[config.mk]
export PLATFORM = sky130hd
export DESIGN_NAME = uart_cmd_parser
export DESIGN_NICKNAME = d
export VERILOG_FILES = /design/src/rtl/bdc_pkg.sv /design/src/rtl/gap_timer.sv /design/src/rtl/uart_cmd_parser.sv
export SDC_FILE = /design/constraint.sdc
export NUM_CORES = 1
export LEC_CHECK = 0
export BUFFER_PORTS_ARGS = -buffer_cell sky130_fd_sc_hd__buf_2
export CAP_MARGIN = 20
export CORE_UTILIZATION = 58
export CTS_CLUSTER_DIAMETER = 40
export DETAILED_ROUTE_END_ITERATION = 10
export PLACE_DENSITY = 0.77
export SYNTH_ARGS = -nofsm -noshare
export SYNTH_HDL_FRONTEND = slang
export SYNTH_HIERARCHICAL = 1
export SYNTH_SLANG_ARGS = --single-unit
[constraint.sdc]
create_clock -name clk -period 6.15 [get_ports clk]
set_clock_uncertainty 0.1 [all_clocks]
set_input_delay 0.615 -clock clk [delete_from_list [all_inputs] [get_ports clk]]
set_output_delay 0.615 -clock clk [all_outputs]
set_load 0.01 [all_outputs]
[src/rtl/bdc_pkg.sv]
// rtl/bdc_pkg.sv - shared constants and parser state encoding for the BDC command path
package bdc_pkg;

    localparam logic [7:0] HDR1_BYTE   = 8'h55;
    localparam logic [7:0] HDR2_BYTE   = 8'hAA;

    localparam logic [1:0] ERR_CSUM    = 2'd1;
    localparam logic [1:0] ERR_LEN     = 2'd2;
    localparam logic [1:0] ERR_TIMEOUT = 2'd3;

    typedef enum logic [2:0] {
        ST_HDR1,
        ST_HDR2,
        ST_CMD,
        ST_LEN,
        ST_PAYLOAD,
        ST_CSUM
    } parser_state_e;

endpackage

[src/rtl/gap_timer.sv]
// rtl/gap_timer.sv - inter-byte gap counter with a one-cycle expiry pulse
module gap_timer #(
    parameter int unsigned TIMEOUT_CYCLES = 5_000_000
) (
    input  logic clk,
    input  logic reset,
    input  logic clear,
    input  logic run,
    output logic expire
);

    localparam int unsigned CW = $clog2(TIMEOUT_CYCLES + 1);

    logic [CW-1:0] cnt_q, cnt_d;
    logic [CW-1:0] cnt_inc;

    // Expiry fires as the count reaches TIMEOUT_CYCLES-1, so the registered
    // error lands TIMEOUT_CYCLES cycles after the clearing capture.
    always_comb begin
        cnt_inc = cnt_q + CW'(1);
        cnt_d   = cnt_q;
        expire  = 1'b0;
        if (clear || !run) begin
            cnt_d = '0;
        end else if (cnt_inc == CW'(TIMEOUT_CYCLES - 1)) begin
            expire = 1'b1;
            cnt_d  = '0;
        end else begin
            cnt_d = cnt_inc;
        end
    end

    always_ff @(posedge clk or posedge reset) begin
        if (reset) begin
            cnt_q <= '0;
        end else begin
            cnt_q <= cnt_d;
        end
    end

endmodule

[src/rtl/uart_cmd_parser.sv]
// rtl/uart_cmd_parser.sv - pops UART bytes from the RX FIFO and decodes 55 AA CMD LEN PAYLOAD CSUM frames
module uart_cmd_parser
    import bdc_pkg::*;
#(
    parameter int unsigned MAX_LEN        = 4,
    parameter int unsigned TIMEOUT_CYCLES = 5_000_000
) (
    input  logic        clk,
    input  logic        reset,
    input  logic        fifo_empty,
    input  logic [7:0]  fifo_data,
    output logic        fifo_rd,
    output logic        cmd_valid,
    output logic [7:0]  cmd_code,
    output logic [2:0]  cmd_len,
    output logic [31:0] cmd_payload,
    output logic        err,
    output logic [1:0]  err_code,
    output logic [7:0]  frame_cnt,
    output logic [7:0]  err_cnt
);

    parser_state_e state_q, state_d;

    logic        fifo_rd_q, fifo_rd_d;
    logic        cap_q;
    logic [7:0]  csum_q, csum_d;
    logic [7:0]  code_sh_q, code_sh_d;
    logic [2:0]  len_sh_q, len_sh_d;
    logic [2:0]  idx_q, idx_d;
    logic [31:0] pay_sh_q, pay_sh_d;

    logic        cmd_valid_q, cmd_valid_d;
    logic [7:0]  cmd_code_q, cmd_code_d;
    logic [2:0]  cmd_len_q, cmd_len_d;
    logic [31:0] cmd_payload_q, cmd_payload_d;
    logic        err_q, err_d;
    logic [1:0]  err_code_q, err_code_d;
    logic [7:0]  frame_cnt_q, frame_cnt_d;
    logic [7:0]  err_cnt_q, err_cnt_d;

    logic        expire;
    logic        timer_run;
    logic [7:0]  csum_acc;

    assign timer_run = (state_q != ST_HDR1);

    gap_timer #(
        .TIMEOUT_CYCLES(TIMEOUT_CYCLES)
    ) u_gap_timer (
        .clk    (clk),
        .reset  (reset),
        .clear  (cap_q),
        .run    (timer_run),
        .expire (expire)
    );

    always_comb begin
        state_d       = state_q;
        fifo_rd_d     = !fifo_empty && !fifo_rd_q;
        csum_d        = csum_q;
        code_sh_d     = code_sh_q;
        len_sh_d      = len_sh_q;
        idx_d         = idx_q;
        pay_sh_d      = pay_sh_q;
        cmd_valid_d   = 1'b0;
        cmd_code_d    = cmd_code_q;
        cmd_len_d     = cmd_len_q;
        cmd_payload_d = cmd_payload_q;
        err_d         = 1'b0;
        err_code_d    = err_code_q;
        csum_acc      = csum_q + fifo_data;

        // A capture takes priority over a simultaneous gap expiry.
        if (cap_q) begin
            case (state_q)
                ST_HDR1: begin
                    if (fifo_data == HDR1_BYTE) state_d = ST_HDR2;
                end
                ST_HDR2: begin
                    if (fifo_data == HDR2_BYTE)      state_d = ST_CMD;
                    else if (fifo_data == HDR1_BYTE) state_d = ST_HDR2;
                    else                             state_d = ST_HDR1;
                end
                ST_CMD: begin
                    code_sh_d = fifo_data;
                    csum_d    = fifo_data;
                    pay_sh_d  = '0;
                    idx_d     = '0;
                    state_d   = ST_LEN;
                end
                ST_LEN: begin
                    csum_d   = csum_acc;
                    len_sh_d = fifo_data[2:0];
                    if (fifo_data > 8'(MAX_LEN)) begin
                        err_d      = 1'b1;
                        err_code_d = ERR_LEN;
                        state_d    = ST_HDR1;
                    end else if (fifo_data == 8'd0) begin
                        state_d = ST_CSUM;
                    end else begin
                        state_d = ST_PAYLOAD;
                    end
                end
                ST_PAYLOAD: begin
                    pay_sh_d[{idx_q[1:0], 3'b000} +: 8] = fifo_data;
                    csum_d = csum_acc;
                    idx_d  = idx_q + 3'd1;
                    if (idx_q + 3'd1 == len_sh_q) state_d = ST_CSUM;
                end
                ST_CSUM: begin
                    if (fifo_data == csum_q) begin
                        cmd_valid_d   = 1'b1;
                        cmd_code_d    = code_sh_q;
                        cmd_len_d     = len_sh_q;
                        cmd_payload_d = pay_sh_q;
                    end else begin
                        err_d      = 1'b1;
                        err_code_d = ERR_CSUM;
                    end
                    state_d = ST_HDR1;
                end
                default: state_d = ST_HDR1;
            endcase
        end else if (expire) begin
            err_d      = 1'b1;
            err_code_d = ERR_TIMEOUT;
            state_d    = ST_HDR1;
        end

        frame_cnt_d = frame_cnt_q;
        if (cmd_valid_d && frame_cnt_q != 8'hFF) frame_cnt_d = frame_cnt_q + 8'd1;
        err_cnt_d = err_cnt_q;
        if (err_d && err_cnt_q != 8'hFF) err_cnt_d = err_cnt_q + 8'd1;
    end

    always_ff @(posedge clk or posedge reset) begin
        if (reset) begin
            state_q       <= ST_HDR1;
            fifo_rd_q     <= 1'b0;
            cap_q         <= 1'b0;
            csum_q        <= '0;
            code_sh_q     <= '0;
            len_sh_q      <= '0;
            idx_q         <= '0;
            pay_sh_q      <= '0;
            cmd_valid_q   <= 1'b0;
            cmd_code_q    <= '0;
            cmd_len_q     <= '0;
            cmd_payload_q <= '0;
            err_q         <= 1'b0;
            err_code_q    <= '0;
            frame_cnt_q   <= '0;
            err_cnt_q     <= '0;
        end else begin
            state_q       <= state_d;
            fifo_rd_q     <= fifo_rd_d;
            cap_q         <= fifo_rd_q;
            csum_q        <= csum_d;
            code_sh_q     <= code_sh_d;
            len_sh_q      <= len_sh_d;
            idx_q         <= idx_d;
            pay_sh_q      <= pay_sh_d;
            cmd_valid_q   <= cmd_valid_d;
            cmd_code_q    <= cmd_code_d;
            cmd_len_q     <= cmd_len_d;
            cmd_payload_q <= cmd_payload_d;
            err_q         <= err_d;
            err_code_q    <= err_code_d;
            frame_cnt_q   <= frame_cnt_d;
            err_cnt_q     <= err_cnt_d;
        end
    end

    assign fifo_rd     = fifo_rd_q;
    assign cmd_valid   = cmd_valid_q;
    assign cmd_code    = cmd_code_q;
    assign cmd_len     = cmd_len_q;
    assign cmd_payload = cmd_payload_q;
    assign err         = err_q;
    assign err_code    = err_code_q;
    assign frame_cnt   = frame_cnt_q;
    assign err_cnt     = err_cnt_q;

endmodule
==> Flow_metrics.wiki, run 1 <==
{| class="wikitable"
! Metric !! Value
|-
| Run status || completed
|-
| DRC violation total after the first TritonRoute iteration || 399
|-
| Largest buffer count on any clock path || 2
|-
| IR Drop Worst-Case VDD || roughly 0.23 mV
|-
| Max-capacitance violation count || 0
|-
| Vias || 5354
|-
| Largest fanout on the critical path || 8
|-
| Final cycle utilization of the critical path || 0.6797
|-
| Count of instances resized after the clock tree is built || 0
|-
| CTS tree || yes
|-
| Maximum number of pins on one net before global-route repair || 70
|-
| End of the critical path || err_cnt[1]
|-
| Series of cell instances along the critical path || ha_1 > nand3_1 > or3_1 > o21ai_0 > nand4_1 > nor3_1 > nor3b_1 > nor2_1 > a31oi_1 > and2_1 > mux2_1
|-
| Highest signal layer in the routed design || met4
|-
| Number of setup buffers added after CTS || 0
|-
| Number of different library cells in the post-synthesis netlist || a little over 60
|-
| Detailed-placement wirelength estimate || 10050 microns
|-
| Period minus WS final || 4.180 ns
|-
| Final GP Congestion || around 0.88
|-
| Met3 Wirelength || 701 microns
|-
| Setup repair after global routing missed its margin || false
|-
| Post-route antenna net violation count || 0
|-
| Area of the die || 12270 sq um
|-
| Post-layout nets || 774
|-
| Proportion of synthesized flip-flops having asynchronous set or reset || 1.000
|-
| Post-route cell area || approximately 7900 sq um
|-
| Cell family with most CP delay || simple AND/OR/NAND/NOR gates
|-
| Final setup TNS || 0 ns
|-
| Residual overflow from global routing || 0
|-
| Share of synthesized area occupied by flip-flops and latches || 0.5286
|-
| Clock sink total || roughly 150
|-
| CTS root buf || clkbuf_16
|-
| Synthesized instance count || approximately 700
|-
| Area used by sequential logic in the layout || roughly 3600 sq um
|-
| Most frequent standard cell in the layout excluding fill and tap cells || nand2_1
|-
| Largest stage delay, worst path || 0.50 ns
|-
| Maximum level of the CTS H-tree || 4
|-
| Reported leakage power || approximately 3.9 nW
|-
| Combined area of the multi-input logic cells || about 3000 sq um
|-
| Slack of the worst reg-to-reg path || slightly below 2 ns
|-
| First drt pass iteration count || 6
|-
| Critical Path End Type || flop
|-
| Final hold violations || 0
|-
| CTS buffer count || 17
|-
| Fill count || a little under 900
|-
| Die outline height || 110.8 microns
|-
| Number of antenna diodes || 0
|-
| Number of cells on the critical path || 11
|-
| Transition at the pin with the smallest max-transition slack || 0.9596 ns
|-
| Worst setup path startpoint || u_gap_timer/cnt_q[0]
|-
| Fraction of layout cells with a size suffix above 1 || 0.1700
|-
| Vias in the first global route || about 5200
|-
| Total length of routed wires || ~15000 microns
|-
| Clk pin slew, worst setup/hold paths || approximately 0.050 ns
|-
| Startpoint type of the worst setup path || flop
|-
| Highest-count cells in the layout ignoring fill and taps || 164 x nand2_1, 145 x dfrtp_1, 74 x buf_2
|-
| Yosys reg bits || 145
|-
| Core ar. || 11470 sq um
|-
| Remaining max-slew budget at the tightest pin || 0.3560
|-
| Count of flip-flops with a built-in enable after synthesis || 0
|-
| Die Span X || 110.8 microns
|-
| Number of I/O port buffers || 74
|-
| Setup-violating endpoint count in the final report || 0
|-
| DRC violation count after routing || 0
|-
| Power per unit of standard cell area || 312.6 nW/um^2
|-
| Number of I/O pins || 75
|-
| Post-synthesis area per instance || 9.948 sq um
|-
| R2r worst-path depth || 11
|-
| DR WL/cell || 16.83 microns
|-
| Critical setup path kind || flop to flop
|-
| Endpoint of the lowest-slack register-to-register path || err_cnt[1]
|-
| CP max stage cell || or3_1
|-
| Top_reg_cell synth || dfrtp_1
|-
| Global-route wire length before repair || 25670 microns
|-
| Number of antenna violations at the first check in global routing || 0
|-
| GRT Util Overall || 0.2634
|-
| Effective utilization at floorplan || 0.5986
|-
| Class of the tightest hold or removal check || input port to flop
|-
| Met1 Wirelength || 6878 microns
|-
| Area growth, synth to finish || 14.45%
|-
| Number of placed cells counting well taps || 870
|-
| Start of the worst register-to-register path || u_gap_timer/cnt_q[0]
|-
| Highest achievable clock rate || 239.2 MHz
|-
| Mean number of vias per cell || 5.936
|-
| Crit path buf inv count || 0
|-
| Yosys warning total || 6
|-
| Net count of the mapped netlist || 718
|-
| Required time at the endpoint of the critical path || 6.35 ns
|-
| Post-Synthesis Cell Area || approximately 6900 sq um
|-
| Endpoint arrival time on the critical path || 4.38 ns
|-
| Clk_lat worst skew || 0.42 ns
|-
| Final non-filler cell total || 902
|-
| Row count || 39
|-
| Detail Route met2 WL || 7302 microns
|-
| Final Slew Violations || 0
|-
| DP Area || 7247 sq um
|-
| Post-CTS Hold Buffers || 0
|}
==> stage by stage <==
step	power [mW]	hold WS (ns)	utilization	setup WS (ns)
global placement	1.388	0.3039	0.6313	2.211
detailed placement	1.414	0.3013	0.6320	2.019
finish	2.456	0.2410	0.6851	1.970
global route	2.554	0.2474	0.6851	1.633
CTS	2.467	0.2278	0.6851	1.981
floorplan	1.320	0.3339	-	2.192
==> cell usage after synthesis (all sizes together) (2+ instances only) <==
cell type    n  area share
a211oi       2      0.0022
a21o         5      0.0055
a21oi       16       0.012
a22o        33       0.042
a22oi        2      0.0022
a31oi        3      0.0027
and2         2      0.0018
and3         5      0.0046
and4         3      0.0038
buf         17       0.015
clkbuf      23       0.013
dfrtp      145        0.53
ha          16       0.029
inv         17      0.0097
mux2        14       0.023
mux2i       10       0.015
nand2      164       0.090
nand2b       5      0.0046
nand3       16       0.012
nand4       24       0.023
nand4b       2      0.0026
nor2        45       0.026
nor2b       11       0.010
nor3        14       0.011
nor4         7      0.0082
o211ai       2      0.0022
o21ai       23       0.018
o22ai        2      0.0018
o311ai       2      0.0026
o31ai        3      0.0033
o41ai        2      0.0036
or3          5      0.0046
or4          3      0.0033
xnor2       23       0.029
xor2        12       0.015
==> routing by layer <==
layer / global-route usage / up-vias
met1: 0.3705 / 2679
li1: - / 2487
met2: 0.4050 / 162
met4: 0.1093 / 0
met5: 0 / -
met3: 0.04866 / 26
==> power by group <==
| part | switching (mW) | internal, mW |
|---|---|---|
| clock | 0.384 | 0.671 |
| combinational | 0.183 | 0.132 |
| sequential | 0.0723 | 1.01 |
==> worst min-delay path by stage <==
stage                       end          from  cells after the start
finish                  fifo_rd    fifo_empty                      2
global route            fifo_rd    fifo_empty                      2
CTS                     fifo_rd    fifo_empty                      2
detailed placement        cap_q       fifo_rd                      0
global placement          cap_q       fifo_rd                      0
floorplan           cmd_code[7]  code_sh_q[7]                      2
==> logic make-up after synthesis <==
family          count (synthesis)  share of synthesized area
compound gates                101                     0.1061
mux                            24                    0.03755
xor+xnor                       36                    0.04794
buf+inv                        57                    0.03755
fa+ha+maj                      17                    0.03208
simple gates                  310                     0.2102
flops                         145                     0.5286
==> layout make-up <==
class	count	share of cell area
clock buffer	24	0.06132
clock inverter	8	0.01624
inverter	17	0.008759
multi-input combinational	488	0.3790
sequential	145	0.4619
tap	143	0.02277
timing repair buffer	77	0.05001
==> flip-flops by register name, indices dropped and copies added, names as in the netlist <==
register	count
cap_q	1
cmd_code	8
cmd_len	3
cmd_payload	32
cmd_valid	1
code_sh_q	8
csum_q	8
err	1
err_cnt	8
err_code	2
fifo_rd	1
frame_cnt	8
idx_q	3
len_sh_q	3
pay_sh_q	32
state_q	3
u_gap_timer/cnt_q	23
(Power assumes the default switching activity.)
==> inputs of run 2 (changes only) <==
clock period = 4.1 ns   (was 6.15 ns; I/O delays follow)
==> Flow_metrics.wiki, run 2 (synthesis results as in run 1) <==
{| class="wikitable"
! Metric !! Value
|-
| Run status || completed
|-
| Count of instances resized after the clock tree is built || 0 (unchanged)
|-
| CP max stage cell || or3_1
|-
| Mean number of vias per cell || 5.851 (-1.4%)
|-
| Worst hold margin || 0.04586 ns (-0.1951 ns)
|-
| Beginning of the worst hold path || fifo_empty
|-
| Number of antenna violations at the first check in global routing || 0 (unchanged)
|-
| Endpoint of the lowest-slack register-to-register path || err_cnt[1]
|-
| Area used by sequential logic in the layout || 3628 sq um (unchanged)
|-
| Effective utilization at floorplan || 0.5986 (unchanged)
|-
| Reported leakage power || 3.887 nW (-0.57%)
|-
| Die Span X || 110.8 microns (unchanged)
|-
| DRC violation total after the first TritonRoute iteration || 332 (-17%)
|-
| Fill count || 871 (+0.11%)
|-
| Post-CTS Hold Buffers || 0 (unchanged)
|-
| Vias in the first global route || 5076 (-3.1%)
|-
| Fraction of layout cells with a size suffix above 1 || 0.1787 (+0.008752)
|-
| Max-capacitance violation count || 0 (unchanged)
|-
| Core ar. || 11470 sq um (unchanged)
|-
| Clock sink total || 145 (unchanged)
|-
| Slack of the worst reg-to-reg path || 0.28 ns (-1.69 ns)
|-
| Worst path setup slack after routing || 0.2754 ns (-1.694 ns)
|-
| Setup repair after global routing missed its margin || false
|-
| Required time at the endpoint of the critical path || 4.29 ns (-2.06 ns)
|-
| Maximum number of pins on one net before global-route repair || 67 (-4.3%)
|-
| Power per unit of standard cell area || 447.3 nW/um^2 (+43%)
|-
| Critical Path End Type || flop
|-
| DR WL/cell || 16.32 microns (-3.0%)
|-
| Final hold violations || 0 (unchanged)
|-
| First drt pass iteration count || 5 (-1)
|-
| Number of antenna diodes || 0 (unchanged)
|-
| Start of the worst register-to-register path || u_gap_timer/cnt_q[1]
|-
| Number of I/O pins || 75 (unchanged)
|-
| Largest fanout on the critical path || 8 (unchanged)
|-
| Crit path buf inv count || 0 (unchanged)
|-
| Combined area of the multi-input logic cells || 2983 sq um (+0.17%)
|-
| Util after Layout || 0.6824 (-0.002727)
|-
| Final Slew Violations || 0 (unchanged)
|-
| Class of the tightest hold or removal check || input port to flop
|-
| Period minus WS final || 3.825 ns (-0.3556 ns)
|-
| Detailed-placement wirelength estimate || 9957 microns (-0.92%)
|-
| Total power consumption of the routed design || 3.500 mW (+43%)
|-
| Row count || 39 (unchanged)
|-
| CTS tree || yes
|-
| DP Area || 7274 sq um (+0.38%)
|-
| Highest-count cells in the layout ignoring fill and taps || 164 x nand2_1, 145 x dfrtp_1, 74 x buf_2
|-
| Remaining max-slew budget at the tightest pin || 0.3716 (+0.01562)
|-
| Residual overflow from global routing || 0 (unchanged)
|-
| Final setup TNS || 0 ns (unchanged)
|-
| Vias || 5289 (-1.2%)
|-
| Number of placed cells counting well taps || 872 (+0.23%)
|-
| Transition at the pin with the smallest max-transition slack || 0.9364 ns (-0.02327 ns)
|-
| Largest buffer count on any clock path || 2 (unchanged)
|-
| Final non-filler cell total || 904 (+0.22%)
|-
| Number of setup buffers added after CTS || 0 (unchanged)
|-
| Worst Hold Path EP || fifo_rd
|-
| Setup-violating endpoint count in the final report || 0 (unchanged)
|-
| IR Drop Worst-Case VDD || 0.4073 mV (+80%)
|-
| Area of the die || 12270 sq um (unchanged)
|-
| CTS buffer count || 17 (unchanged)
|-
| Startpoint type of the worst setup path || flop
|-
| Maximum level of the CTS H-tree || 4 (unchanged)
|-
| Clk pin slew, worst setup/hold paths || 0.06 ns (about the same)
|-
| Post-route antenna net violation count || 0 (unchanged)
|-
| Final cycle utilization of the critical path || 0.9328 (+0.2531)
|-
| Endpoint arrival time on the critical path || 4.02 ns (-0.36 ns)
|-
| Clk_lat worst skew || 0.42 ns (about the same)
|-
| Largest stage delay, worst path || 0.50 ns (about the same)
|-
| CTS root buf || clkbuf_16
|-
| Highest achievable clock rate || 261.5 MHz (+9.3%)
|-
| Critical setup path kind || flop to flop
|-
| Total length of routed wires || 14750 microns (-2.8%)
|-
| Most frequent standard cell in the layout excluding fill and tap cells || nand2_1
|-
| Series of cell instances along the critical path || ha_1 > nand3_1 > or3_1 > o21ai_0 > nand4_1 > nor3_1 > nor3b_2 > nor2_1 > a31oi_1 > and2_1 > mux2_1
|-
| DRC violation count after routing || 0 (unchanged)
|-
| Hold-critical path depth || 2 (unchanged)
|-
| Cell family with most CP delay || simple AND/OR/NAND/NOR gates
|-
| Final GP Congestion || 0.8866 (+1.3%)
|-
| Die outline height || 110.8 microns (unchanged)
|-
| Worst setup timing slack at the placement stage || 0.2086 ns (-1.811 ns)
|-
| Post-route cell area || 7825 sq um (-0.40%)
|-
| R2r worst-path depth || 11 (unchanged)
|-
| Area growth, synth to finish || 14.00%
|-
| Post-layout nets || 776 (+0.26%)
|-
| Global-route wire length before repair || 24450 microns (-4.8%)
|-
| Number of I/O port buffers || 74 (unchanged)
|-
| GRT Util Overall || 0.2493 (-0.01405)
|}
## run 2: worst max-delay path by stage
stage	startpoint	to	cells past startpoint
global placement	u_gap_timer/cnt_q[0]	err_cnt[1]	11
floorplan	reset	cap_q	1
detailed placement	u_gap_timer/cnt_q[0]	err_cnt[1]	11
global route	u_gap_timer/cnt_q[0]	err_cnt[1]	11
CTS	u_gap_timer/cnt_q[0]	err_cnt[1]	11
finish	u_gap_timer/cnt_q[1]	err_cnt[1]	11
## run 2: area by class of cell
cell class | count | share of cell area
clock buffers | 18 | 0.05612
clock inverters | 14 | 0.01359
inverters | 17 | 0.008794
multi-input cells | 488 | 0.3812
flip-flops and latches | 145 | 0.4637
well taps | 143 | 0.02287
repair buffers | 79 | 0.05373
## run 2: where the power goes
group	total, mW	switching, mW	internal (mW)
Clock	1.40	0.609	0.794
Combinational	0.468	0.269	0.200
Sequential	1.63	0.108	1.52
## run 2: metal layers
layer | vias to the layer above | GRT usage | share of wire
met1 | 2579 | 0.3405 | 0.45
met3 | 28 | 0.04702 | 0.061
li1 | 2497 | - | -
met5 | - | 0 | 0
met2 | 185 | 0.3921 | 0.47
met4 | 0 | 0.1076 | 0.018
